==> src/rtl/reg_write_arbiter_if.sv <==
// reg_write_arbiter_if
//   Bundles the writeback requester handshake, the HOLD control and the
//   register bank write port into one interface.
//   Modports:
//     slave  : the arbiter side (takes requests and HOLD, drives READY and
//              the registered write port).
//     master : the requester/controller side (drives requests and HOLD).
//   Signals:
//     REQ_VALID [NREQ]         request pending, one bit per requester
//     REQ_ADDR  [NREQ*ADDR_W]  packed destination addresses
//     REQ_DATA  [NREQ*WIDTH]   packed write data
//     REQ_READY [NREQ]         one-hot or zero accept strobe
//     HOLD                     blocks every grant this cycle
//     WE3/RA3/WD3              registered bank write port
//     GRANT_ID                 registered index of the current writer
//     CONFLICT                 registered same-address pulse
interface reg_write_arbiter_if #(
  parameter int WIDTH  = 32,
  parameter int ADDR_W = 5,
  parameter int NREQ   = 4,
  parameter int GID_W  = 2
);
  logic [NREQ-1:0]        REQ_VALID;
  logic [NREQ*ADDR_W-1:0] REQ_ADDR;
  logic [NREQ*WIDTH-1:0]  REQ_DATA;
  logic [NREQ-1:0]        REQ_READY;
  logic                   HOLD;
  logic                   WE3;
  logic [ADDR_W-1:0]      RA3;
  logic [WIDTH-1:0]       WD3;
  logic [GID_W-1:0]       GRANT_ID;
  logic                   CONFLICT;

  modport slave (
    input  REQ_VALID, REQ_ADDR, REQ_DATA, HOLD,
    output REQ_READY, WE3, RA3, WD3, GRANT_ID, CONFLICT
  );

  modport master (
    output REQ_VALID, REQ_ADDR, REQ_DATA, HOLD,
    input  REQ_READY, WE3, RA3, WD3, GRANT_ID, CONFLICT
  );
endinterface

==> src/rtl/reg_write_arbiter.sv <==
// reg_write_arbiter
//   Shares the register bank's single write port among NREQ writeback
//   requesters. Round-robin arbitration picks one valid requester per cycle
//   (combinational READY); the accepted write is registered once and drives
//   WE3/RA3/WD3 directly on the following cycle.
//   Ports:
//     CLK    clock, all state on posedge
//     RST_N  synchronous active-low reset
//     bus    reg_write_arbiter_if.slave (requests, HOLD, READY, write port,
//            GRANT_ID, CONFLICT)
//   Optional feature macro: REGWR_ZERO_DISCARD_EN
//     When defined, a request to address 0 is still arbitrated and accepted
//     but never raises WE3, so register 0 is never written.
//   GID_W must satisfy 2**GID_W >= NREQ; NREQ must be at least 2.

// Per-requester address compare against the current winner's address.
module rwa_lane #(
  parameter int ADDR_W = 5
) (
  input  logic              vld_i,
  input  logic [ADDR_W-1:0] addr_i,
  input  logic [ADDR_W-1:0] win_addr_i,
  output logic              match_o
);
  assign match_o = vld_i && (addr_i == win_addr_i);
endmodule

module reg_write_arbiter #(
  parameter int WIDTH  = 32,
  parameter int ADDR_W = 5,
  parameter int NREQ   = 4,
  parameter int GID_W  = 2
) (
  input  logic                CLK,
  input  logic                RST_N,
  reg_write_arbiter_if.slave  bus
);

  localparam logic [GID_W:0]   NREQ_X = (GID_W+1)'(NREQ);
  localparam logic [GID_W-1:0] LAST   = GID_W'(NREQ - 1);

  logic [GID_W-1:0]  ptr_q, ptr_d;
  logic              we_q, we_d;
  logic [ADDR_W-1:0] ra_q, ra_d;
  logic [WIDTH-1:0]  wd_q, wd_d;
  logic [GID_W-1:0]  gid_q, gid_d;
  logic              conf_q, conf_d;

  logic              win_found;
  logic [GID_W-1:0]  win_idx;
  logic              grant;
  logic [ADDR_W-1:0] win_addr;
  logic [WIDTH-1:0]  win_data;
  logic [NREQ-1:0]   match;
  logic              conflict;
  logic [NREQ-1:0]   ready;

  // Round-robin scan starting at ptr_q. The index is kept in GID_W+1 bits so
  // the wrap subtraction works for any NREQ, not just powers of two.
  always_comb begin
    logic [GID_W:0] sum;
    win_found = 1'b0;
    win_idx   = '0;
    for (int k = 0; k < NREQ; k++) begin
      sum = {1'b0, ptr_q} + (GID_W+1)'(k);
      if (sum >= NREQ_X) sum = sum - NREQ_X;
      if (!win_found && bus.REQ_VALID[sum[GID_W-1:0]]) begin
        win_found = 1'b1;
        win_idx   = sum[GID_W-1:0];
      end
    end
  end

  // READY is forced low during reset and while HOLD is asserted.
  assign grant = win_found && RST_N && !bus.HOLD;

  always_comb begin
    ready = '0;
    if (grant) ready[win_idx] = 1'b1;
  end
  assign bus.REQ_READY = ready;

  assign win_addr = bus.REQ_ADDR[win_idx*ADDR_W +: ADDR_W];
  assign win_data = bus.REQ_DATA[win_idx*WIDTH +: WIDTH];

  // The winner always matches itself, so a conflict means at least two
  // matching lanes.
  for (genvar i = 0; i < NREQ; i++) begin : g_lane
    rwa_lane #(.ADDR_W(ADDR_W)) u_lane (
      .vld_i      (bus.REQ_VALID[i]),
      .addr_i     (bus.REQ_ADDR[i*ADDR_W +: ADDR_W]),
      .win_addr_i (win_addr),
      .match_o    (match[i])
    );
  end
  assign conflict = ($countones(match) >= 2);

  // Next-state for the output stage and the priority pointer.
  always_comb begin
    we_d   = 1'b0;
    ra_d   = ra_q;
    wd_d   = wd_q;
    gid_d  = gid_q;
    conf_d = 1'b0;
    ptr_d  = ptr_q;
    if (grant) begin
      gid_d  = win_idx;
      conf_d = conflict;
      ptr_d  = (win_idx == LAST) ? '0 : win_idx + 1'b1;
`ifdef REGWR_ZERO_DISCARD_EN
      // Address 0 is accepted but dropped; the write port keeps its value.
      if (win_addr != '0) begin
        we_d = 1'b1;
        ra_d = win_addr;
        wd_d = win_data;
      end
`else
      we_d = 1'b1;
      ra_d = win_addr;
      wd_d = win_data;
`endif
    end
  end

  always_ff @(posedge CLK) begin
    if (!RST_N) begin
      ptr_q  <= '0;
      we_q   <= 1'b0;
      ra_q   <= '0;
      wd_q   <= '0;
      gid_q  <= '0;
      conf_q <= 1'b0;
    end else begin
      ptr_q  <= ptr_d;
      we_q   <= we_d;
      ra_q   <= ra_d;
      wd_q   <= wd_d;
      gid_q  <= gid_d;
      conf_q <= conf_d;
    end
  end

  assign bus.WE3      = we_q;
  assign bus.RA3      = ra_q;
  assign bus.WD3      = wd_q;
  assign bus.GRANT_ID = gid_q;
  assign bus.CONFLICT = conf_q;

endmodule

==> src/flat_wrapper.sv <==
// flat-port wrapper written by rule: the top's interface ports become plain ports
module reg_write_arbiter_flat 
#(
  parameter int WIDTH  = 32,
  parameter int ADDR_W = 5,
  parameter int NREQ   = 4,
  parameter int GID_W  = 2
)
  (CLK, RST_N, bus_REQ_VALID, bus_REQ_ADDR, bus_REQ_DATA, bus_HOLD, bus_REQ_READY, bus_WE3, bus_RA3, bus_WD3, bus_GRANT_ID, bus_CONFLICT);
  reg_write_arbiter_if #(.WIDTH(WIDTH), .ADDR_W(ADDR_W), .NREQ(NREQ), .GID_W(GID_W)) bus_i ();
  input  logic CLK;
  input  logic RST_N;
  input wire logic [$bits(bus_i.REQ_VALID)-1:0] bus_REQ_VALID;
  input wire logic [$bits(bus_i.REQ_ADDR)-1:0] bus_REQ_ADDR;
  input wire logic [$bits(bus_i.REQ_DATA)-1:0] bus_REQ_DATA;
  input wire logic [$bits(bus_i.HOLD)-1:0] bus_HOLD;
  output wire logic [$bits(bus_i.REQ_READY)-1:0] bus_REQ_READY;
  output wire logic [$bits(bus_i.WE3)-1:0] bus_WE3;
  output wire logic [$bits(bus_i.RA3)-1:0] bus_RA3;
  output wire logic [$bits(bus_i.WD3)-1:0] bus_WD3;
  output wire logic [$bits(bus_i.GRANT_ID)-1:0] bus_GRANT_ID;
  output wire logic [$bits(bus_i.CONFLICT)-1:0] bus_CONFLICT;
  assign bus_i.REQ_VALID = bus_REQ_VALID;
  assign bus_i.REQ_ADDR = bus_REQ_ADDR;
  assign bus_i.REQ_DATA = bus_REQ_DATA;
  assign bus_i.HOLD = bus_HOLD;
  assign bus_REQ_READY = bus_i.REQ_READY;
  assign bus_WE3 = bus_i.WE3;
  assign bus_RA3 = bus_i.RA3;
  assign bus_WD3 = bus_i.WD3;
  assign bus_GRANT_ID = bus_i.GRANT_ID;
  assign bus_CONFLICT = bus_i.CONFLICT;
  reg_write_arbiter #(.WIDTH(WIDTH), .ADDR_W(ADDR_W), .NREQ(NREQ), .GID_W(GID_W)) u_core (.CLK(CLK), .RST_N(RST_N), .bus(bus_i));
endmodule
==> config.mk <==
export PLATFORM = sky130hd
export DESIGN_NAME = reg_write_arbiter_flat
export DESIGN_NICKNAME = d
export VERILOG_FILES = /design/src/rtl/reg_write_arbiter_if.sv /design/src/rtl/reg_write_arbiter.sv /design/src/flat_wrapper.sv
export SDC_FILE = /design/constraint.sdc
export NUM_CORES = 1
export LEC_CHECK = 0
export BUFFER_PORTS_ARGS = -buffer_cell sky130_fd_sc_hd__buf_2
export CORE_ASPECT_RATIO = 0.75
export CORE_MARGIN = 2
export CORE_UTILIZATION = 40
export DETAILED_ROUTE_END_ITERATION = 10
export GPL_TIMING_DRIVEN = 0
export MAX_ROUTING_LAYER = met4
export PLACE_DENSITY_LB_ADDON = 0.05
export SETUP_SLACK_MARGIN = 0.3
export SKIP_CTS_REPAIR_TIMING = 1
export SYNTH_ARGS = -nofsm -noshare
export SYNTH_HDL_FRONTEND = slang
export SYNTH_SLANG_ARGS = --single-unit
==> constraint.sdc <==
create_clock -name CLK -period 2.9 [get_ports CLK]
set_clock_uncertainty 0.2 [all_clocks]
set_input_delay 0 -clock CLK [delete_from_list [all_inputs] [get_ports CLK]]
set_output_delay 0 -clock CLK [all_outputs]
set_load 0.03 [all_outputs]
Yosys cells after proc, flatten, opt, wreduce, memory -nomap -nowiden
Cells that the tools add are included.

Register bits: 43. Output and inout bits: 45. Bits of input ports: 155.

Reductions and logical operators: 15. $mul: 1. Mux-type cells: 25. $add $sub $neg: 11. Magnitude comparators: 11. Eq/ne operators: 5. Shift operators: 2.

Operators by type and width (number): 128-bit by 8-bit indexed part select with 32-bit output (1); 32-bit adder (1); 32-bit by 3-bit greater-or-equal comparator with 1-bit output (second input constant) (1); 5-bit == test (4); 20-bit by 6-bit indexed part select with 5-bit output (1); 2-bit 2-to-1 mux (9); 2-bit by 3-bit less-than comparator with 1-bit output (second input constant) (5); 1-bit logical AND (10); 1-bit 2-to-1 mux (10); 3-bit greater-or-equal comparator (second input constant) (3); 1-bit binary-select mux with 2-bit select (4); 2-bit by 1-bit subtractor with 2-bit output (second input constant) (4); 2-bit by 2-bit adder with 3-bit output (second input constant) (2); 2-bit by 3-bit multiplier with 5-bit output (second input constant) (1); 1-bit by 1-bit adder with 2-bit output (2); 1-bit zero test (4); 4-bit 2-to-1 mux (1); 2-bit by 1-bit adder with 3-bit output (second input constant) (1); 2-bit by 3-bit greater-or-equal comparator with 1-bit output (second input constant) (1); 2-bit by 1-bit adder with 2-bit output (second input constant) (1); 1-bit demux with 2-bit select (1); 2-bit == test (second input constant) (1); 2-bit by 1-bit greater-or-equal comparator with 1-bit output (second input constant) (1); 2-bit AND reduction (1).

Depth between registers and ports, before layout
Gate-level depths: netlist of run 1.

Word-level depth: 21. Gate-level depth with buffers: 13.

Hierarchy
Synthesis of run 1 repeated with hierarchy kept, for this count alone.

Cells, all modules: 358. Area total of the unflattened synthesis: 3089.2 sq um.

Modules (own cells, without submodules): reg_write_arbiter (cells an instance 330, times used 1, area an instance 2864.0 sq um, sequential area each 860.8 sq um); rwa_lane (cells an instance 7, times used 4, area an instance 56.3 sq um, sequential area each 0.0 sq um).

Least setup slack after synthesis of run 1
Ideal clock, no wire load.

Kind: register -> register. Start point: register u_core.ptr_q[1]. End point: register u_core.conf_q (netlist: u_core.bus.CONFLICT). Path buffers: 3. Path slack: -0.117 ns. Library setup time: 0.115 ns. Data arrival time: 2.702 ns. Cell stages (with the launch flop): 13. Data required time: 2.585 ns. Cells stage by stage: dfxtp_1 > buf_4 > or3b_1 > o221ai_1 > inv_2 > buf_4 > buf_2 > o311ai_0 > a21oi_1 > ha_1 > and2_1 > fa_1 > o21a_1.

Word-level cells in the longest chain between the ends: 21.

Ends and longest elaborated chain: start: declaration (line reg_write_arbiter.sv:42) `logic [GID_W-1:0] ptr_q, ptr_d;`; start signal: assignment (line reg_write_arbiter.sv:134) `ptr_q <= ptr_d;`; branches (longest 21 deep; another with 2-bit by 1-bit adder with 3-bit output); end signal: assignment (line reg_write_arbiter.sv:139) `conf_q <= conf_d;`; end: declaration (line reg_write_arbiter.sv:47) `logic conf_q, conf_d;`.

Parallel ways; which one is timed is not known. The select of a mux whose other input is x is not followed. A chain may end at the register's enable or synchronous reset.

Final worst setup path of run 1
Ends and elaborated chain as after synthesis.

==> results of run 1 <==
routing by layer:
layer	up-vias	GRT usage	wire (um)
li1	2486	-	-
met1	2450	0.378	7030
met2	380	0.467	7720
met3	63	0.0406	1700
met4	0	0.0352	504
met5	-	-	0
worst paths after layout:
path                         endpoint  slack, ps  cells past startpoint
setup / recovery  u_core.bus.CONFLICT       -210                     13
hold / removal      u_core.bus.RA3[3]        -20                      5
setup reg to reg  u_core.bus.CONFLICT       -210                     13
hold reg to reg    u_core.bus.WD3[12]        260                      2
cell families after synthesis:
| group | count (synthesis) | share of synthesized area |
|---|---|---|
| flip-flops | 43 | 0.255 |
| multiplexers | 5 | 0.0148 |
| adder cells (fa/ha/maj) | 7 | 0.0281 |
| AND/OR/NAND/NOR | 331 | 0.428 |
| XOR/XNOR | 24 | 0.0622 |
| AO/OA/AOI/OAI | 74 | 0.146 |
| buffers and inverters | 53 | 0.0670 |
per-stage QoR:
| step | hold slack, ps | setup WS (ps) | area [um2] |
|---|---|---|---|
| floorplan | 46.2 | 44.4 | 3500 |
| global placement | 144 | -292 | 4590 |
| detailed placement | 152 | -328 | 4590 |
| CTS | -141 | -351 | 4780 |
| global route | 24.7 | -315 | 6230 |
| finish | -19.1 | -210 | 6230 |
worst register-to-register path, cell delays in order (launching register included):
cell	delay, ps
dfxtp_2	320
buf_6	130
mux2i_4	260
o221ai_4	160
inv_2	120
buf_8	150
buf_12	140
nand3_1	70
a22o_1	300
a21oi_2	140
ha_1	230
and2_1	160
fa_1	430
o21a_1	190
power by group through the flow:
| stage | sequential, mW | combinational (mW) | clock [mW] |
|---|---|---|---|
| 4_1_cts | 0.706 | 1.05 | 0.747 |
| 2_1_floorplan | 0.865 | 0.544 | 0 |
| 3_5_place_dp | 0.717 | 1.05 | 0 |
| 5_1_grt | 0.716 | 1.39 | 0.769 |
| 6_report | 0.708 | 1.30 | 0.740 |
| 3_3_place_gp | 0.716 | 1.04 | 0 |
area by class of cell:
cell class / count / area (um2)
tap: 108 / 135
clock buffer: 6 / 129
sequential: 43 / 862
timing repair buffer: 329 / 2330
multi-input combinational: 441 / 2430
clock inverter: 2 / 60.1
fill: 602 / 2110
buffer: 48 / 269
inverter: 5 / 18.8
flip-flops by register name, summed over array words and instances, names as in the netlist:
register	cells
u_core.bus.WD3	32
u_core.bus.GRANT_ID	2
u_core.ptr_q	2
u_core.bus.WE3	1
u_core.bus.CONFLICT	1
u_core.bus.RA3	5
cell usage after synthesis, types with 5 or more instances:
master | count | area [um2]
and2_1 | 5 | 31.3
buf_2 | 16 | 80.1
clkbuf_1 | 27 | 101
dfxtp_1 | 43 | 861
ha_1 | 6 | 75.1
mux2i_1 | 5 | 50.1
nand2_1 | 191 | 717
nand3_1 | 112 | 561
nor2b_1 | 7 | 43.8
o21ai_0 | 43 | 215
xnor2_1 | 9 | 78.8
xor2_1 | 15 | 131
==> flow_summary.ini, run 1 <==
[status]
outcome = complete, but fails checks
violations = design-rule violations, negative hold slack, negative setup slack

[clock_network]
cts.sink_count = 43
cts_tree = yes
cts_buffer_depth = 2
clk_pin_slew_worst_paths_ps = 60
root_buffer = clkbuf_16
worstSkewPairLatency_ps = 280
cts_buffers = 5
cts_max_level = 2

[min_path]
hold_path_class = in -> reg
hp-start = bus_REQ_ADDR[3]

[timing]
period_share = 1.07
hold_viol = 3
fmax_ghz = 0.322
relSlewSlack = 0.318
slew_violations = 0
rsz0062_at_grt = true
worst_pin_slew_ps = 1020
finalSetupTns_ps = -210
holdWs_ps = -19.1
finalSetupViolCount = 1
layout_setup_ws_ps = -210
period_needed_ps = 3110

[pwr]
power.internal_mw = 1.69
cellLeakagePower_nw = 2.92
power-per-cell-area_nw_per_um2 = 441
switchingPower_mw = 1.05
combinationalPowerShare = 0.473
seqPwrFrac = 0.258
clkPwrFrac = 0.269
ir_drop_mv = 0.306
total_power_mw = 2.75
netSwitchingFraction = 0.384

[die]
die_y_um = 83.6
die-width_um = 110
fp.dieArea_um2 = 9210
initial_core_util = 0.405
rows = 29
core_area_um2 = 8350
pin_count = 200

[layout]
fin_util = 0.747
fin_nets = 1035
instances_no_fill = 982
layout_commonest_cell = buf_2
area_growth_syn_to_layout_pct = 84.5
drive_gt1_frac = 0.291
n_antenna_cell = 0
final_cell_mix = buf_2, nand2_1, dlygate4sd3_1

[setup_path]
critical_path_class = reg -> reg
startpoint = u_core.ptr_q[1]
crit_arrival_ps = 3080
cp-end-kind = flip-flop
cpMaxStageDelayCell = fa_1
worst_path_dominant_cell_family = compound AO/OA/AOI/OAI gates
timing.rr.start = u_core.ptr_q[1]
crit_required_ps = 2870
crit_buf_inv = 4
cp_max_fo = 7
cp_cell_sequence = buf_6, mux2i_4, o221ai_4, inv_2, buf_8, buf_12, nand3_1, a22o_1, a21oi_2, ha_1, and2_1, fa_1, o21a_1
crit_path_max_incr_delay_ps = 430
start_kind = flip-flop

[flow_run]
max_cap_violations = 0

[global_route]
grt_pass1_wl_um = 20100
antenna_found_initial = 0
gr-total-overflow = 0
track_usage = 0.283
grt_pass1_vias = 3974
grt_max_degree = 14

[detailed_routing]
vias_per_cell = 5.48
vias = 5379
wire_per_inst_um = 17.3
dr.pass1.iters = 9
ant_nets = 0
drt_iter0_markers = 450
drc_errors = 1
wirelength_um = 17000

[synthesis]
synth-main-ff-cell = dfxtp_1
seq_area_frac_synth = 0.255
synth-edff-count = 0
avgSynthCellArea_um2 = 6.29
synth-seq-cells = 43
yosysUniqueCellTypes = 45
synth-async-reset-ratio = 0
synthCells = 537
synthesis.area_um2 = 3380
synth_fp_nets = 699
synth_warnings = 0

[place]
place.gp.congestion = 0.926
io_buffers = 192
dp_hpwl_um = 10200
dp.cells = 837
Note: power is estimated with default switching activity, not from simulation.
==> run 2: changes to the inputs <==
Settings changed: ABC_AREA from default to 1, CAP_MARGIN from default to 20, CORE_UTILIZATION 40 to 41, SLEW_MARGIN from default to 10.
==> run 2 against run 1 <==
The flow finishes with violations (negative hold slack, negative setup slack). Largest power group unchanged. Routed wire length shrank 0.83%. Sequential share of layout area shrank 0.22 points. Count of clock-buffer cells in the layout is the same. Clock power shrank 24%. Synthesized cell count grew 4.7%. Synthesized area grew 4.8%. Critical path type unchanged. Core utilization grew 1.1 points. Largest cell class unchanged. Cell count grew 2.2%.
==> flow_summary.ini, run 2 <==
[synthesis]
synthAdderAreaFrac = 0.0268
synth-simple-area-share = 0.374
synth_top_area_frac = 0.243
synth-async-reset-ratio = 0
synth_compound_area_frac = 0.242
yosysTopAreaCell = dfxtp_1
netlist_top_cells_area = dfxtp_1, nand2_1, nor2_1
synth-main-ff-cell = dfxtp_1
synth_xor_area_frac = 0.00247
synth_warnings = 0
yosys.cell_count.top_type = nand2_1
synth-seq-cells = 43
synthesis.area_um2 = 3540
synth_top_family_by_area = simple AND/OR/NAND/NOR gates
yosysUniqueCellTypes = 29
synth_fp_nets = 724
seq_area_frac_synth = 0.243
synth.mux.area_fraction = 0
synthCells = 562
synthTopCellsByCount = nand2_1, nor2_1, o21ai_0
synth-edff-count = 0
avgSynthCellArea_um2 = 6.30

[layout]
n_antenna_cell = 0
drive_gt1_frac = 0.356
area_growth_syn_to_layout_pct = 80.1
instances_no_fill = 1004
final_cell_mix = buf_2, dlygate4sd3_1, nand2_1
layout_commonest_cell = buf_2
fin_nets = 1057
largest_reg_flops = 32

[setup_path]
crit_arrival_ps = 3410
crit_required_ps = 2870
start_kind = flip-flop
cp-end-kind = flip-flop
ff2ff_setup_slack_ps = -540
cp_cell_sequence = buf_6, nand2_4, nand2_4, nand2_2, nand2_2, nor2_4, nand3_4, buf_6, nand4_1, buf_4, nand3_4, nand3_2, nand2_1, nor2_2, nand2_1, nor2_2, ha_1, nand2_2, inv_2, fa_1, nor2_4, nor2_2
cp_max_fo = 10
timing.rr.start = u_core.ptr_q[0]
crit_buf_inv = 4
crit_path_max_incr_delay_ps = 490
worst_path_dominant_cell_family = simple AND/OR/NAND/NOR gates
critical_path_class = reg -> reg
worstReg2RegEnd = u_core.bus.CONFLICT
r2r_cells = 22
cpMaxStageDelayCell = fa_1

[pwr]
cellLeakagePower_nw = 3.15
power-per-cell-area_nw_per_um2 = 629
total_power_mw = 4.01
power.internal_mw = 2.10
ir_drop_mv = 0.357
netSwitchingFraction = 0.477
clkPwrFrac = 0.141
switchingPower_mw = 1.91
combinationalPowerShare = 0.683
seqPwrFrac = 0.177

[global_route]
track_usage = 0.286
grt_max_degree = 14
antenna_found_initial = 0
grt_util_met1 = 0.372
top_usage_layer = met2
gr-total-overflow = 0
grt_pass1_vias = 4333
grt_pass1_wl_um = 21200
grtUsageMet3 = 0.0542
grtUsageMet2 = 0.463

[clock_network]
cts_buffers = 5
clk_pin_slew_worst_paths_ps = 70
cts_buffer_depth = 2
worstSkewPairLatency_ps = 290
cts_max_level = 2
cts.sink_count = 43
cts_tree = yes
root_buffer = clkbuf_16

[timing]
fmax_ghz = 0.291
hold_viol = 19
period_needed_ps = 3440
worst_pin_slew_ps = 572
holdWs_ps = -71.7
relSlewSlack = 0.619
layout_setup_ws_ps = -538
period_share = 1.19
slew_violations = 0
rsz0062_at_grt = true
finalSetupViolCount = 1

[detailed_routing]
dr.pass1.iters = 5
drc_errors = 0
wirelength_um = 16800
ant_nets = 0
vias = 5496
vias_per_cell = 5.47
drt_iter0_markers = 399
wire_per_inst_um = 16.7

[die]
die-width_um = 111
rows = 29
pin_count = 200
die_y_um = 84.5
initial_core_util = 0.421
core_area_um2 = 8420
fp.dieArea_um2 = 9410

[status]
violations = negative hold slack, negative setup slack
outcome = complete, but fails checks

[min_path]
hp-start = bus_REQ_DATA[103]
hold_depth = 5
holdPathEnd = u_core.bus.WD3[7]
hold_path_class = in -> reg

[flow_run]
max_cap_violations = 0

[place]
io_buffers = 199
place.gp.congestion = 0.925
dp_hpwl_um = 10600
dp.cells = 869
## run 2: cell types whose count changed in the layout (fill, tap and decap cells not counted), sizes merged, moves of 14 or more
| cell | before | now |
|---|---|---|
| buf | 218 | 240 |
| nor2 | 3 | 87 |
| o211ai | 1 | 34 |
| a31oi | 4 | 35 |
| xor2 | 15 | 1 |
| nand2 | 191 | 110 |
| dlygate4sd3 | 130 | 110 |
| or2 | 2 | 31 |
| inv | 5 | 41 |
| o21ai | 44 | 72 |
| nand3 | 112 | 46 |
## run 2: how the worst max path moves through the flow
stage / depth (start not counted) / endpoint / start
2_1_floorplan: 22 / u_core.bus.CONFLICT / u_core.ptr_q[0]
3_3_place_gp: 23 / u_core.bus.CONFLICT / u_core.ptr_q[0]
3_5_place_dp: 23 / u_core.bus.CONFLICT / u_core.ptr_q[0]
4_1_cts: 23 / u_core.bus.CONFLICT / u_core.ptr_q[0]
5_1_grt: 22 / u_core.bus.CONFLICT / u_core.ptr_q[0]
6_report: 22 / u_core.bus.CONFLICT / u_core.ptr_q[0]
## run 2: worst min-delay path: cells and delay by family
family	cells	cell delay, ps
and+or+nand+nor	2	110
buffers and inverters	1	80
AOI/OAI and AO/OA	2	180
## run 2: metal layers
metal	routed length [um]	vias up	part of all wire
li1	-	2580	-
met1	6950	2526	0.41
met2	7870	336	0.47
met3	1430	54	0.085
met4	556	0	0.033
met5	0	-	0
## run 2: cell families after synthesis
| kind of cell | count (synthesis) |
|---|---|
| buffers and inverters | 81 |
| AOI/OAI and AO/OA | 143 |
| xor gates and xnor gates | 1 |
| DFF | 43 |
| adders and majority gates | 7 |
| and+or+nand+nor | 287 |
## run 2: cell type report
cell class,instances,area [um2]
Multi-Input combinational cell,438,2500
Timing Repair Buffer,326,2260
Fill cell,661,2040
Sequential cell,43,868
Buffer,40,317
Inverter,41,164
Tap cell,108,135
Clock buffer,6,129
Clock inverter,2,12.5
## run 2: through the flow
stage | TNS (ps) | utilization | area, um2 | hold WS [ps] | setup slack [ps]
4_1_cts | -605 | 0.577 | 4850 | -172 | -605
5_1_grt | -732 | 0.758 | 6380 | 6.50 | -703
3_3_place_gp | -495 | 0.560 | 4710 | 119 | -495
6_report | -538 | 0.758 | 6380 | -71.7 | -538
3_5_place_dp | -593 | 0.560 | 4710 | 122 | -593
2_1_floorplan | -15.0 | - | 3580 | -61.7 | -15.0
## run 2: power by group through the flow
stage | clock [mW] | sequential (mW) | combinational (mW)
after CTS | 0.559 | 0.703 | 2.16
after detailed placement | 0 | 0.715 | 2.15
after floorplan | 0 | 0.851 | 1.42
after global routing | 0.595 | 0.715 | 2.95
final | 0.565 | 0.709 | 2.74
after global placement | 0 | 0.714 | 2.11
==> run 3: changes to the inputs <==
Settings changed: CORE_UTILIZATION 41 to 42, CTS_BUF_LIST from default to sky130_fd_sc_hd__clkbuf_8.
==> run 3 against run 2 <==
Power grew 1.6%. Largest cell class unchanged. Largest power group unchanged. Die area is 2.3% lower. Sequential power about the same. Highest routed layer unchanged. Critical endpoint unchanged. The flow still finishes with violations (negative hold slack, negative setup slack).
==> flow_summary.ini, run 3 (same netlist as run 2, synthesis figures left out) <==
[clock_network]
cts_max_level = 2
cts_buffers = 5
clk_pin_slew_worst_paths_ps = 90
worstSkewPairLatency_ps = 290
cts.sink_count = 43
cts_buffer_depth = 2
root_buffer = clkbuf_8
cts_tree = yes

[detailed_routing]
vias_per_cell = 5.58
drt_iter0_markers = 543
dr.pass1.iters = 6
vias = 5747
ant_nets = 0
wirelength_um = 18100
drc_errors = 0
wire_per_inst_um = 17.6

[timing]
hold_viol = 7
worst_pin_slew_ps = 568
finalSetupViolCount = 1
period_share = 1.21
period_needed_ps = 3490
slew_violations = 0
holdWs_ps = -47.8
relSlewSlack = 0.621
fmax_ghz = 0.286
rsz0062_at_grt = true
layout_setup_ws_ps = -595

[setup_path]
start_kind = flip-flop
crit_arrival_ps = 3470
cp-end-kind = flip-flop
cpMaxStageDelayCell = fa_1
cp_cell_sequence = buf_8, nand2_4, nand2_4, nand2_4, nand2_4, nor2_4, nand4_1, nand2_2, buf_8, buf_6, nand3_2, nand3_1, nand2_1, nor2_1, nand2_1, nor2_1, ha_1, nand2_2, inv_2, fa_1, nor2_2, nor2_1
critical_path_class = reg -> reg
crit_required_ps = 2870
crit_top_cell = nand2_4
cp_max_fo = 6
crit_path_max_incr_delay_ps = 460

[status]
violations = negative hold slack, negative setup slack
outcome = complete, but fails checks

[die]
pin_count = 200
fp.dieArea_um2 = 9190
rows = 28
core_area_um2 = 8020
initial_core_util = 0.442
die_y_um = 83.5
die-width_um = 110

[place]
place.gp.congestion = 0.897
dp_hpwl_um = 10500
dp.cells = 866
io_buffers = 199

[pwr]
netSwitchingFraction = 0.484
power-per-cell-area_nw_per_um2 = 610
combinationalPowerShare = 0.731
switchingPower_mw = 1.97
ir_drop_mv = 0.403
cellLeakagePower_nw = 3.32
seqPwrFrac = 0.174
power.internal_mw = 2.10
clkPwrFrac = 0.095

[layout]
fin_nets = 1084
instances_no_fill = 1030
area_growth_syn_to_layout_pct = 88.6
drive_gt1_frac = 0.378
multi_input_area_um2 = 2540
fillers = 505
layout_commonest_cell = buf_2
final_cell_mix = buf_2, dlygate4sd3_1, nor2_1
area.sequential_um2 = 868
largest_reg_flops = 32

[flow_run]
max_cap_violations = 0

[global_route]
track_usage = 0.278
antenna_found_initial = 1
gr-total-overflow = 0
grt_pass1_wl_um = 19800
grt_pass1_vias = 4101
grt_max_degree = 14

[min_path]
hold_path_class = in -> reg
## run 3: cell types whose count changed in the layout (fill, tap and decap cells not counted), moves of 5 or more
cell / previous run / this run
buf_6: 8 / 13
clkbuf_8: 0 / 5
dlygate4sd3_1: 110 / 121
nand2_1: 87 / 72
nand2_2: 17 / 25
nand2_4: 6 / 13
## run 3: per-layer routing
layer	global-route usage	vias to the layer above	share of wire
met4	0.0633	0	0.048
met1	0.368	2567	0.38
met2	0.439	454	0.46
met5	-	-	0
li1	-	2627	-
met3	0.0507	99	0.11
## run 3: power by group through the flow
stage	Sequential (mW)	Clock, mW	Combinational, mW
final	0.710	0.387	2.98
after global routing	0.715	0.416	3.19
after CTS	0.702	0.386	2.13
after detailed placement	0.715	0	2.13
after global placement	0.713	0	2.09
after floorplan	0.851	0	1.42
## run 3: final timing paths
kind | startpoint | to | slack [ps] | depth (start not counted)
worst max-delay path | u_core.ptr_q[0] | u_core.bus.CONFLICT | -590 | 22
worst min-delay path | bus_REQ_DATA[110] | u_core.bus.WD3[14] | -50 | 5
worst max register to register | u_core.ptr_q[0] | u_core.bus.CONFLICT | -590 | 22
worst min register to register | u_core.bus.RA3[1] | u_core.bus.RA3[1] | 290 | 2
## run 3: final cells by class
| cell class | instances | share of cell area |
|---|---|---|
| tap | 105 | 0.0197 |
| sequential | 43 | 0.130 |
| antenna | 2 | 0.000749 |
| clock inverter | 3 | 0.00243 |
| inverter | 41 | 0.0249 |
| timing repair buffer | 353 | 0.382 |
| multi-input combinational | 438 | 0.381 |
| buffer | 40 | 0.0491 |
| clock buffer | 5 | 0.0103 |
## run 3: critical path: cells and delay by family, from the launching register on
kind	cells	cell delay (ps)
simple gates	16	1630
flops	1	380
buf+inv	4	460
fa+ha+maj	2	710
## run 3: through the flow
step	total power, mW	setup TNS [ps]	cell area [um2]	util	setup WS (ps)
6_report	4.08	-595	6680	0.833	-595
4_1_cts	3.22	-555	4790	0.598	-555
3_3_place_gp	2.80	-455	4710	0.587	-455
3_5_place_dp	2.84	-528	4710	0.587	-528
5_1_grt	4.32	-778	6680	0.832	-741
2_1_floorplan	2.27	-15.0	3580	-	-15.0
